$ cat src/rtl/arb_pkg.sv
// Shared arbitration types and helpers used by the round-robin arbiters.
package arb_pkg;

  typedef enum logic {
    ARB_IDLE    = 1'b0,
    ARB_GRANTED = 1'b1
  } arb_state_e;

  localparam int ARB_MAX_PORTS = 64;

  // Round-robin mask after granting idx: ports strictly past idx in the
  // search direction. An all-zero result sends selection back to the raw encoder.
  function automatic logic [ARB_MAX_PORTS-1:0] rr_mask(input int idx, input logic lsb_low);
    logic [ARB_MAX_PORTS-1:0] m;
    for (int i = 0; i < ARB_MAX_PORTS; i++)
      m[i] = lsb_low ? (i > idx) : (i < idx);
    return m;
  endfunction

endpackage

$ cat src/rtl/priority_encoder.sv
// Priority encoder: LOW picks the lowest set bit, HIGH the highest.
module priority_encoder #(
  parameter int    WIDTH        = 4,
  parameter string LSB_PRIORITY = "LOW"
) (
  input  logic [WIDTH-1:0]         input_unencoded,
  output logic                     output_valid,
  output logic [$clog2(WIDTH)-1:0] output_encoded
);

  localparam int EW = $clog2(WIDTH);

  assign output_valid = |input_unencoded;

  always_comb begin
    output_encoded = '0;
    if (LSB_PRIORITY == "LOW") begin
      for (int i = WIDTH - 1; i >= 0; i--)
        if (input_unencoded[i]) output_encoded = EW'(i);
    end else begin
      for (int i = 0; i < WIDTH; i++)
        if (input_unencoded[i]) output_encoded = EW'(i);
    end
  end

endmodule

$ cat src/rtl/rr_grant_arbiter.sv
// Registered round-robin arbiter with configurable grant hold policy.
module rr_grant_arbiter
  import arb_pkg::*;
#(
  parameter int    PORTS         = 4,
  parameter int    ARB_BLOCK     = 1,
  parameter int    ARB_BLOCK_ACK = 1,
  parameter string LSB_PRIORITY  = "LOW"
) (
  input  logic                     clk,
  input  logic                     rst,
  input  logic [PORTS-1:0]         request,
  input  logic [PORTS-1:0]         acknowledge,
  output logic [PORTS-1:0]         grant,
  output logic                     grant_valid,
  output logic [$clog2(PORTS)-1:0] grant_encoded
);

  localparam int   IW      = $clog2(PORTS);
  localparam logic LSB_LOW = (LSB_PRIORITY == "LOW");

  arb_state_e             state, state_nxt;
  logic [PORTS-1:0]       mask, mask_nxt;
  logic [PORTS-1:0]       grant_nxt;
  logic [IW-1:0]          enc_nxt;
  logic [PORTS-1:0]       req_masked;
  logic                   raw_valid, msk_valid;
  logic [IW-1:0]          raw_idx, msk_idx;
  logic                   cand_valid;
  logic [IW-1:0]          cand_idx;
  logic                   rel;
  logic [ARB_MAX_PORTS-1:0] full_mask;

  assign req_masked = request & mask;

  priority_encoder #(.WIDTH(PORTS), .LSB_PRIORITY(LSB_PRIORITY)) u_enc_raw (
    .input_unencoded (request),
    .output_valid    (raw_valid),
    .output_encoded  (raw_idx)
  );

  priority_encoder #(.WIDTH(PORTS), .LSB_PRIORITY(LSB_PRIORITY)) u_enc_msk (
    .input_unencoded (req_masked),
    .output_valid    (msk_valid),
    .output_encoded  (msk_idx)
  );

  // Masked candidate continues the rotation; raw candidate handles wrap-around.
  assign cand_valid = msk_valid | raw_valid;
  assign cand_idx   = msk_valid ? msk_idx : raw_idx;

  always_ff @(posedge clk) begin
    if (rst) begin
      state         <= ARB_IDLE;
      grant         <= '0;
      grant_encoded <= '0;
      mask          <= '1;
    end else begin
      state         <= state_nxt;
      grant         <= grant_nxt;
      grant_encoded <= enc_nxt;
      mask          <= mask_nxt;
    end
  end

  always_comb begin
    state_nxt = state;
    grant_nxt = grant;
    enc_nxt   = grant_encoded;
    mask_nxt  = mask;
    full_mask = '0;
    rel       = 1'b1;
    if (ARB_BLOCK != 0)
      rel = (ARB_BLOCK_ACK != 0) ? acknowledge[grant_encoded] : !request[grant_encoded];
    if (state == ARB_IDLE || rel) begin
      if (cand_valid) begin
        state_nxt = ARB_GRANTED;
        grant_nxt = {{(PORTS-1){1'b0}}, 1'b1} << cand_idx;
        enc_nxt   = cand_idx;
        full_mask = rr_mask(int'(cand_idx), LSB_LOW);
        mask_nxt  = full_mask[PORTS-1:0];
      end else begin
        state_nxt = ARB_IDLE;
        grant_nxt = '0;
      end
    end
  end

  always_comb grant_valid = |grant;

endmodule

$ cat config.mk
export PLATFORM = sky130hd
export DESIGN_NAME = rr_grant_arbiter
export DESIGN_NICKNAME = d
export VERILOG_FILES = /design/src/rtl/arb_pkg.sv /design/src/rtl/priority_encoder.sv /design/src/rtl/rr_grant_arbiter.sv
export SDC_FILE = /design/constraint.sdc
export NUM_CORES = 1
export LEC_CHECK = 0
export BUFFER_PORTS_ARGS = -buffer_cell sky130_fd_sc_hd__buf_2
export CAP_MARGIN = 20
export CORE_AREA = 2 2 39 41
export CTS_CLUSTER_SIZE = 8
export DETAILED_ROUTE_END_ITERATION = 6
export DIE_AREA = 0 0 41 43
export PLACE_DENSITY_LB_ADDON = 0.3
export REMOVE_ABC_BUFFERS = 1
export SLEW_MARGIN = 20
export SYNTH_ARGS = -nofsm -noshare
export SYNTH_HDL_FRONTEND = slang
export SYNTH_SLANG_ARGS = --single-unit
$ cat constraint.sdc
create_clock -name clk -period 1.55 [get_ports clk]
set_clock_uncertainty 0.2 [all_clocks]
set_input_delay 0.155 -clock clk [delete_from_list [all_inputs] [get_ports clk]]
set_output_delay 0.155 -clock clk [all_outputs]
set_load 0.02 [all_outputs]
==> Word level (Yosys, flattened, before mapping) <==
Cells that the tools add are included.
{ "word_totals": {"register_bits": 11, "output_inout_bits": 7, "word_cells": 30} }
{ "op_classes": {"magnitude_cmp": 4, "n_shift": 1, "muxes": 13, "bitwise_logic": 3, "n_reduce_logical": 5} }
{ "op_table": {"columns": ["cell", "count"], "rows": [
  ["2-bit two-way mux", 9],
  ["4-bit OR reduction", 3],
  ["4-bit AND", 1],
  ["2-bit > comparator, first input constant", 2],
  ["4-bit two-way mux", 1],
  ["1-bit by 2-bit left shift with 4-bit output, first input constant", 1],
  ["2-bit by 3-bit less-than comparator with 1-bit output, second input constant", 1],
  ["1-bit binary-select mux with 2-bit select", 1],
  ["1-bit by 2-bit > comparator with 1-bit output, first input constant", 1],
  ["1-bit two-way mux", 2],
  ["2-bit AND reduction", 1],
  ["1-bit logical OR", 1],
  ["1-bit NOT", 1],
  ["1-bit bitwise OR", 1]
]} }

==> Logic depth before layout (Yosys ltp) <==
Gate-level depths: netlist of the first run.
{ "logic_depth": {"depth_word": 8, "ltp_mapped": 4, "depth_no_buf": 4} }

==> Hierarchy <==
A second synthesis of the first run with hierarchy kept.
{ "hier_totals": {"cells_unflattened": 64, "area_unflattened_um2": 576.8} }
{ "modules_own_cells": {"columns": ["module", "instances", "cells_each", "area_per_inst_um2"], "rows": [
  ["rr_grant_arbiter", 1, 50, 506.7],
  ["priority_encoder", 2, 7, 35.0]
]} }

==> Least setup slack after synthesis of the first run <==
Ideal clock, no wire load.
{ "synth_path": {"path_kind": "register -> register", "startpoint": "register grant_encoded[0]", "endpoint": "register grant[0]", "setup_ps": 117, "arrival_ps": 1503, "required_time_ps": 1233, "slack_ps": -269, "path_stages_with_launch": 5, "n_path_buf": 0, "synth_period_minus_slack_ps": 1819, "cell_sequence": "dfxtp_1 > mux4_2 > o21ai_4 > a211oi_2 > a22o_1"} }
{ "synth_via": {"elab_chain_len": 3} }
{ "synth_rtl": {"columns": ["element", "line", "source"], "rows": [
  ["start: declaration", "rr_grant_arbiter.sv:16", "output logic [$clog2(PORTS)-1:0] grant_encoded"],
  ["start signal: assignment", "rr_grant_arbiter.sv:61", "grant_encoded <= enc_nxt;"],
  ["1-bit binary-select mux with 2-bit select", "rr_grant_arbiter.sv:74", "rel = (ARB_BLOCK_ACK != 0) ? acknowledge[grant_encoded] : !request[grant_encoded];"],
  ["1-bit two-way mux (implied by the code)", "rr_grant_arbiter.sv:74", null],
  ["1-bit logical OR", "rr_grant_arbiter.sv:75", "if (state == ARB_IDLE || rel) begin"],
  ["end signal: assignment", "rr_grant_arbiter.sv:60", "grant <= grant_nxt;"],
  ["end: declaration", "rr_grant_arbiter.sv:14", "output logic [PORTS-1:0] grant,"]
]} }
No other way between the ends. The select of a mux whose other input is x is not followed.
A chain may end at the register's enable or synchronous reset.

==> Final worst setup path of the first run <==
Same ends and word-level chain as after synthesis.

==> results of run 1 <==
## final cells by class
| class | count | area (um^2) |
|---|---|---|
| clock inverters | 1 | 5.00 |
| multi-input cells | 43 | 342 |
| flip-flops and latches | 11 | 221 |
| well taps | 16 | 20.0 |
| clock buffers | 3 | 22.5 |
| repair buffers | 26 | 155 |
| inverters | 1 | 3.75 |
| fillers | 127 | 614 |
## sequential cells by signal, summed over array words and instances, names as in the netlist
name           count
grant              4
mask               4
grant_encoded      2
state              1
## repair_timing
action / in CTS / in global routing
setup endpoints to repair: 12 / 12
resized for setup: 4 / 2
pin swaps: 6 / 2
setup buffers: 1 / 0
## report_power, final
group,total (uW),switching [uW],internal (uW)
clock network,204,108,95.7
registers,329,20.6,308
logic,223,118,106
## layout by cell type (no fill, tap or decap), types with 2 or more instances in the layout
| cell type | n |
|---|---|
| o31ai_1 | 2 |
| a21oi_1 | 4 |
| a22o_1 | 2 |
| clkbuf_4 | 3 |
| a21o_1 | 2 |
| and2_1 | 2 |
| nand2_1 | 6 |
| dfxtp_1 | 10 |
| or4_1 | 2 |
| buf_2 | 16 |
| buf_4 | 10 |
| nor2_1 | 3 |
## metal layers
metal | global-route usage | share of wire
met1 | 0.217 | 0.47
met2 | 0.244 | 0.46
met4 | 0.100 | 0.016
met5 | 0 | 0
met3 | 0.0628 | 0.055
## how the worst min path moves through the flow
stage                            end  depth (start not counted)
floorplan           grant_encoded[0]                          1
global placement            grant[2]                          2
detailed placement          grant[2]                          2
CTS                 grant_encoded[0]                          2
global route                   state                          3
finish              grant_encoded[0]                          2
## worst max-delay path: cells and delay by family (launching register included)
kind	cells	cell delay (ps)
compound gates	3	490
flops	1	340
mux	1	550
## kinds of logic after synthesis
family | count (synthesis) | share of synthesized area
buf+inv | 2 | 0.0139
mux | 1 | 0.0418
flops | 11 | 0.408
compound gates | 19 | 0.271
simple gates | 23 | 0.265
## stage by stage
stage / total power (uW) / instance area, um^2
after global placement: 533 / 703
final: 756 / 769
after detailed placement: 536 / 703
after global routing: 795 / 769
after floorplan: 450 / 536
after CTS: 754 / 759
==> impl_results.md, run 1 <==
* Outcome: finished, violations left
* Max cap viols at 0
* Most numerous cell in the Yosys netlist: dfxtp_1
* Worst vdd ir at 0.589 mV
* Critical path endpoint: grant[0]
* Per-cell routed wire length at 13.4 um
* Worst min-delay path category: in -> reg
* Ports at 17
* Post-synth ARST share at 0
* Crit path max fanout at 7
* RSZ-0062 raised after global routing: yes
* All-Layer GR Usage at 0.173
* Finish-stage setup viols at 12
* Drt pass-1 iters at 4
* R2r worst-path depth at 4
* #FFs+latches synth at 11
* Final setup TNS at -906 ps
* Required @ worst endpoint at 1530 ps
* Clk slew on worst S/H paths at 80 ps
* Power Density at 983 nW/um^2
* Syn Std Cell Area at 539 um^2
* CTS Sinks at 11
* Antenna viol nets, final at 0
* Ant diodes at 0
* Crit Path Class: reg -> reg
* Die Height at 43 um
* GR Overflow Total at 0
* Worst Path Arrival at 1640 ps
* Slowest-stage cell, CP: mux4_2
* Vias/cell at 5.41
* Hold Path Origin: rst
* Clock root cell: clkbuf_4
* DRC violations left at 0
* Synth unique cells at 30
* Post-synth EDFFs at 0
* Vias in the first global route at 484
* Port Buf Inserts at 16
* Initial Util at 0.390
* Final Slew Violations at 0
* Largest net degree at the start of global routing at 13
* Synth cell count leaders: dfxtp_1, nand2_1, a21oi_1
* Synth area leader: dfxtp_1
* Worst path cell trace: mux4_2 -> o21ai_4 -> a211oi_2 -> a22o_1
* Synth Warn # at 0
* HPWL after DPL at 1000 um
* CTS H-Tree Depth at 1
* Via Count at 546
* CP Launch Type: register
* Die area at 1760 um^2
* Clock Path Buffers at 2
* Core region area at 1380 um^2
* Pre-CTS setup slack at -145 ps
* Final worst-path cycle share at 1.07
* NumNets Final at 96
* Placed cell count at 96
* Seq/Total Area, Yosys at 0.408
* Post-layout util at 0.556
* Ys flop type: dfxtp_1
* Min Tclk post-route at 1660 ps
* Flop-to-flop setup slack at -110 ps
* GPL Wtd Cong at 0.863
* 1st-iter DRT viols at 12
* Std cell rows at 14
* Critical Path Sink Type: register
* Crit path launch: grant_encoded[0]
* Final WS setup at -114 ps
* Num CTS Buffers at 3
* Yosys top cell area share at 0.408
* First-pass GRT wire length at 1980 um
* CTS tree: yes
* Reg2reg end: grant[0]
* Max-slew headroom at 0.780
* Slew at the pin closest to its max-slew limit at 329 ps
* Final hold violation count at 0
* # hold bufs at CTS at 0
* Max Clk Rate at 601 MHz
* Crit path largest cell delay at 550 ps
* Avg Inst Size Synth at 9.63 um^2
* Top area cells in the synthesized netlist: dfxtp_1, mux4_2, nand2_1
* Initial antenna violation count at 0
* Worst r2r src: grant_encoded[0]
* Layout Area Growth over Synthesis at 42.7%
* Worst skew pair latency at 280 ps
* Share of layout cells above drive strength 1 at 0.482
* Total Wirelength at 1350 um
* Pleak at 0.000344 uW
* Mapped Cells at 56
* Failing checks: negative setup slack
* Hold Slack at 33.7 ps
* Post-route non-filler standard cell count at 101
* Die Wd at 41 um
Note: power is estimated with default switching activity, not from simulation.
==> inputs of run 2 (changes only) <==
==> constraint.sdc (replaced) <==
create_clock -name clk -period 1.53 [get_ports clk]
set_clock_uncertainty 0.2 [all_clocks]
set_input_delay 0.153 -clock clk [delete_from_list [all_inputs] [get_ports clk]]
set_output_delay 0.153 -clock clk [all_outputs]
set_load 0.02 [all_outputs]
==> impl_results.md, run 2 (synthesized netlist as in run 1, its figures left out) <==
* Total Wirelength at 1290 um
* Regs by FF count: grant (4), mask (4), grant_encoded (2)
* Worst r2r src: grant_encoded[0]
* Per-cell routed wire length at 12.6 um
* 1st-iter DRT viols at 6
* CTS H-Tree Depth at 1
* Worst min-delay path category: in -> reg
* Worst path cell trace: mux4_2 -> o21ai_4 -> a211oi_2 -> a22o_1
* Placed cell count at 97
* Total Power at 769 uW
* HPWL after DPL at 1000 um
* Antenna viol nets, final at 0
* Worst Path Arrival at 1650 ps
* DRC violations left at 0
* Num CTS Buffers at 3
* Crit. path cell count at 4
* GR Overflow Total at 0
* Max-slew headroom at 0.744
* First-pass GRT wire length at 1970 um
* Crit path max fanout at 7
* Required @ worst endpoint at 1510 ps
* Outcome: finished, violations left
* Ant diodes at 0
* CTS tree: yes
* Delay-heaviest family, CP: multiplexers
* All-Layer GR Usage at 0.172
* Vias in the first global route at 478
* Ports at 17
* Final worst-path cycle share at 1.09
* Crit path largest cell delay at 550 ps
* Slowest-stage cell, CP: mux4_2
* R2r worst-path depth at 4
* CP Launch Type: register
* Worst skew pair latency at 280 ps
* Port Buf Inserts at 16
* Clock root cell: clkbuf_4
* GPL Wtd Cong at 0.864
* Layout Area Growth over Synthesis at 42.9%
* Initial antenna violation count at 0
* Flop-to-flop setup slack at -140 ps
* Largest net degree at the start of global routing at 13
* Slew at the pin closest to its max-slew limit at 384 ps
* Clock Path Buffers at 2
* Failing checks: negative setup slack
* Pre-CTS setup slack at -173 ps
* Crit path launch: grant_encoded[0]
* Max cap viols at 0
* Critical path endpoint: grant[0]
* Final WS setup at -143 ps
* Core region area at 1380 um^2
* Std cell rows at 14
* Most common cell after layout, fill and taps aside: buf_2
* Crit Path Class: reg -> reg
* RSZ-0062 raised after global routing: yes
* Die Height at 43 um
* CTS Sinks at 11
* Post-route non-filler standard cell count at 102
* NumNets Final at 97
* Reg2reg end: grant[0]
* Vias/cell at 5.39
* Worst vdd ir at 0.595 mV
* Final hold violation count at 0
* Drt pass-1 iters at 4
* Critical Path Sink Type: register
* Die area at 1760 um^2
* Fill count at 130
* Power Density at 998 nW/um^2
* Share of layout cells above drive strength 1 at 0.465
* Most frequent cells in the layout: buf_2, dfxtp_1, buf_4
* Clk slew on worst S/H paths at 80 ps
* Die Wd at 41 um
* Min Tclk post-route at 1670 ps
* Via Count at 550
* Pleak at 0.000346 uW
* Initial Util at 0.390
* Final Slew Violations at 0
* Finish-stage setup viols at 12
* Max Clk Rate at 598 MHz
* Crit path buf inv count at 0
==> run 2: per-stage QoR <==
step / area [um^2] / utilization / hold WS [ps] / setup TNS (ps)
floorplan: 536 / - / 22.1 / -2270
global placement: 711 / 0.514 / 253 / -1140
detailed placement: 711 / 0.514 / 269 / -1350
CTS: 767 / 0.554 / 41.2 / -1430
global route: 771 / 0.557 / 42.4 / -1900
finish: 771 / 0.557 / 45.7 / -1240
==> run 2: repair_timing <==
action,4_1_cts,5_1_grt
setup endpoints to repair,12,12
setup buffers,1,0
pin swaps,5,4
gates resized for setup,4,1
hold buffers,0,0
==> run 2: cell type report <==
| cell class | instances | area (um^2) | share of cell area |
|---|---|---|---|
| clock buffer | 3 | 22.5 | 0.0292 |
| timing repair buffer | 27 | 166 | 0.216 |
| clock inverter | 1 | 5.00 | 0.00649 |
| multi-input combinational | 43 | 332 | 0.430 |
| sequential | 11 | 221 | 0.287 |
| tap | 16 | 20.0 | 0.0260 |
| inverter | 1 | 3.75 | 0.00487 |
==> run 2: worst min-delay path by stage <==
stage / start / end / slack [ps] / depth (start not counted)
after floorplan: rst / grant_encoded[0] / 20 / 1
after global placement: grant[2] / grant[2] / 250 / 2
after detailed placement: grant[3] / grant[3] / 270 / 2
after CTS: rst / grant_encoded[0] / 40 / 2
after global routing: request[0] / state / 40 / 3
final: request[0] / state / 50 / 3
==> run 2: per-layer routing <==
layer  vias up  share of wire  track usage
li1        277              -            -
met1       248           0.46        0.216
met2        23           0.46        0.241
met3         2          0.071       0.0628
met4         0         0.0031        0.100
met5         -              0            0
==> run 2: worst register-to-register path, stage by stage (launching register included) <==
cell,delay [ps]
dfxtp_2,340
mux4_2,550
o21ai_4,230
a211oi_2,70
a22o_1,190
==> run 2: report_power, final <==
group          leakage, uW  switching (uW)  internal, uW
logic             0.000237             118           110
registers        0.0000912            19.4           312
clock network    0.0000177             113          96.9
==> inputs of run 3 (changes only) <==
--- a/config.mk
+++ b/config.mk
@@ -11,6 +11,7 @@
 export CTS_CLUSTER_SIZE = 8
 export DETAILED_ROUTE_END_ITERATION = 6
 export DIE_AREA = 0 0 41 43
+export MAX_ROUTING_LAYER = met4
 export PLACE_DENSITY_LB_ADDON = 0.3
 export REMOVE_ABC_BUFFERS = 1
 export SLEW_MARGIN = 20
==> impl_results.md, run 3 (synthesized netlist as in run 1, its figures left out) <==
* Outcome: finished, violations left
* Failing checks: negative setup slack
* R2r worst-path depth at 4
* Total Power at 795 uW
* Drt pass-1 iters at 5
* Cell area after layout at 808 um^2
* Combinational power share at 0.316
* CTS Sinks at 11
* Pre-CTS setup slack at -173 ps
* Slew at the pin closest to its max-slew limit at 311 ps
* Clock Path Buffers at 2
* Final worst-path cycle share at 1.08
* Vias in the first global route at 510
* CP Launch Type: register
* Max-slew headroom at 0.792
* All-Layer GR Usage at 0.183
* NumNets Final at 97
* Max cap viols at 0
* Min Tclk post-route at 1650 ps
* Sw frac at 0.326
* CTS H-Tree Depth at 1
* Largest net degree at the start of global routing at 13
* Fill count at 130
* Final setup TNS at -1020 ps
* Finish-stage setup viols at 11
* Final Slew Violations at 0
* Initial antenna violation count at 0
* Power Density at 984 nW/um^2
* Num CTS Buffers at 3
* Max Clk Rate at 606 MHz
* Antenna viol nets, final at 0
* Port Buf Inserts at 16
* HPWL after DPL at 977 um
* Worst vdd ir at 0.632 mV
* Vias/cell at 5.44
* Worst min-delay path category: in -> reg
* Die area at 1760 um^2
* Ant diodes at 0
* Pleak at 0.000352 uW
* Critical Path Sink Type: register
* Final WS setup at -121 ps
* GR Overflow Total at 0
* Ports at 17
* Std cell rows at 14
* Crit path max fanout at 7
* Cell Area, Placed at 703 um^2
* Hold path depth at 2
* First-pass GRT wire length at 2060 um
* Per-cell routed wire length at 13.2 um
* RSZ-0062 raised after global routing: yes
* Crit Path Class: reg -> reg
* Core region area at 1380 um^2
* Hold Slack at 29.3 ps
* 1st-iter DRT viols at 8
* Most common cell after layout, fill and taps aside: buf_2
* Clock Power Share at 0.263
* Most frequent cells in the layout: buf_2, buf_4, dfxtp_1
* Clk slew on worst S/H paths at 80 ps
* Layout Area Growth over Synthesis at 49.9%
* GPL Wtd Cong at 0.886
* Required @ worst endpoint at 1510 ps
* Via Count at 555
* Initial Util at 0.390
* Flop-to-flop setup slack at -120 ps
* Worst skew pair latency at 280 ps
* Total Wirelength at 1350 um
* Switch Pwr at 259 uW
* Worst Path Arrival at 1630 ps
* Die Height at 43 um
* Share of power burned in registers at 0.420
* Internal at 536 uW
* Die Wd at 41 um
* Final hold violation count at 0
* CTS tree: yes
* DRC violations left at 0
* Share of layout cells above drive strength 1 at 0.547
* # hold bufs at CTS at 0
* Clock root cell: clkbuf_4
* Regs by FF count: grant (4), mask (4), grant_encoded (2)
run 3: cell counts in the layout (fill, tap and decap cells not counted):
Identical to the previous run, type by type.
run 3: timing repair:
| action | 4_1_cts | 5_1_grt |
|---|---|---|
| pin swaps | 8 | 2 |
| endpoints found under the setup margin | 12 | 12 |
| gates resized for setup | 7 | 7 |
| setup buffers | 2 | 0 |
| endpoints found under the hold margin | 0 | 0 |
run 3: power groups by stage:
stage / clock (uW) / sequential (uW) / combinational (uW)
final: 209 / 334 / 251
after detailed placement: 0 / 337 / 207
after floorplan: 0 / 351 / 104
after global routing: 228 / 339 / 270
after CTS: 211 / 332 / 234
after global placement: 0 / 337 / 204
run 3: layout make-up:
cell class | instances | area [um^2] | area share
Multi-Input combinational cell | 43 | 364 | 0.450
Sequential cell | 11 | 224 | 0.277
Timing Repair Buffer | 27 | 169 | 0.209
Clock buffer | 3 | 22.5 | 0.0279
Tap cell | 16 | 20.0 | 0.0248
Clock inverter | 1 | 5.00 | 0.00619
Inverter | 1 | 3.75 | 0.00464
run 3: worst max-delay path, cell delays in order, from the launching register on:
cell and delay [ps]:
dfxtp_2 340, mux4_2 550, o21ai_4 230, a211oi_2 70, a22o_1 180
run 3: worst paths after layout:
kind / startpoint / endpoint
worst max register to register: grant_encoded[0] / grant[0]
worst max-delay path: grant_encoded[0] / grant[0]
worst min-delay path: rst / grant_encoded[0]
worst min register to register: grant[3] / grant[3]
run 3: metal layers:
metal / share of wire / global-route usage
met3: 0.048 / 0.0628
met2: 0.48 / 0.269
met4: 0.011 / 0.100
met1: 0.46 / 0.209
met5: 0 / -
run 3: metrics by stage:
step           utilization  std cells
6_report             0.584        102
5_1_grt              0.584        102
4_1_cts              0.557        102
3_5_place_dp         0.508         96
3_3_place_gp         0.508         96
2_1_floorplan            -         55
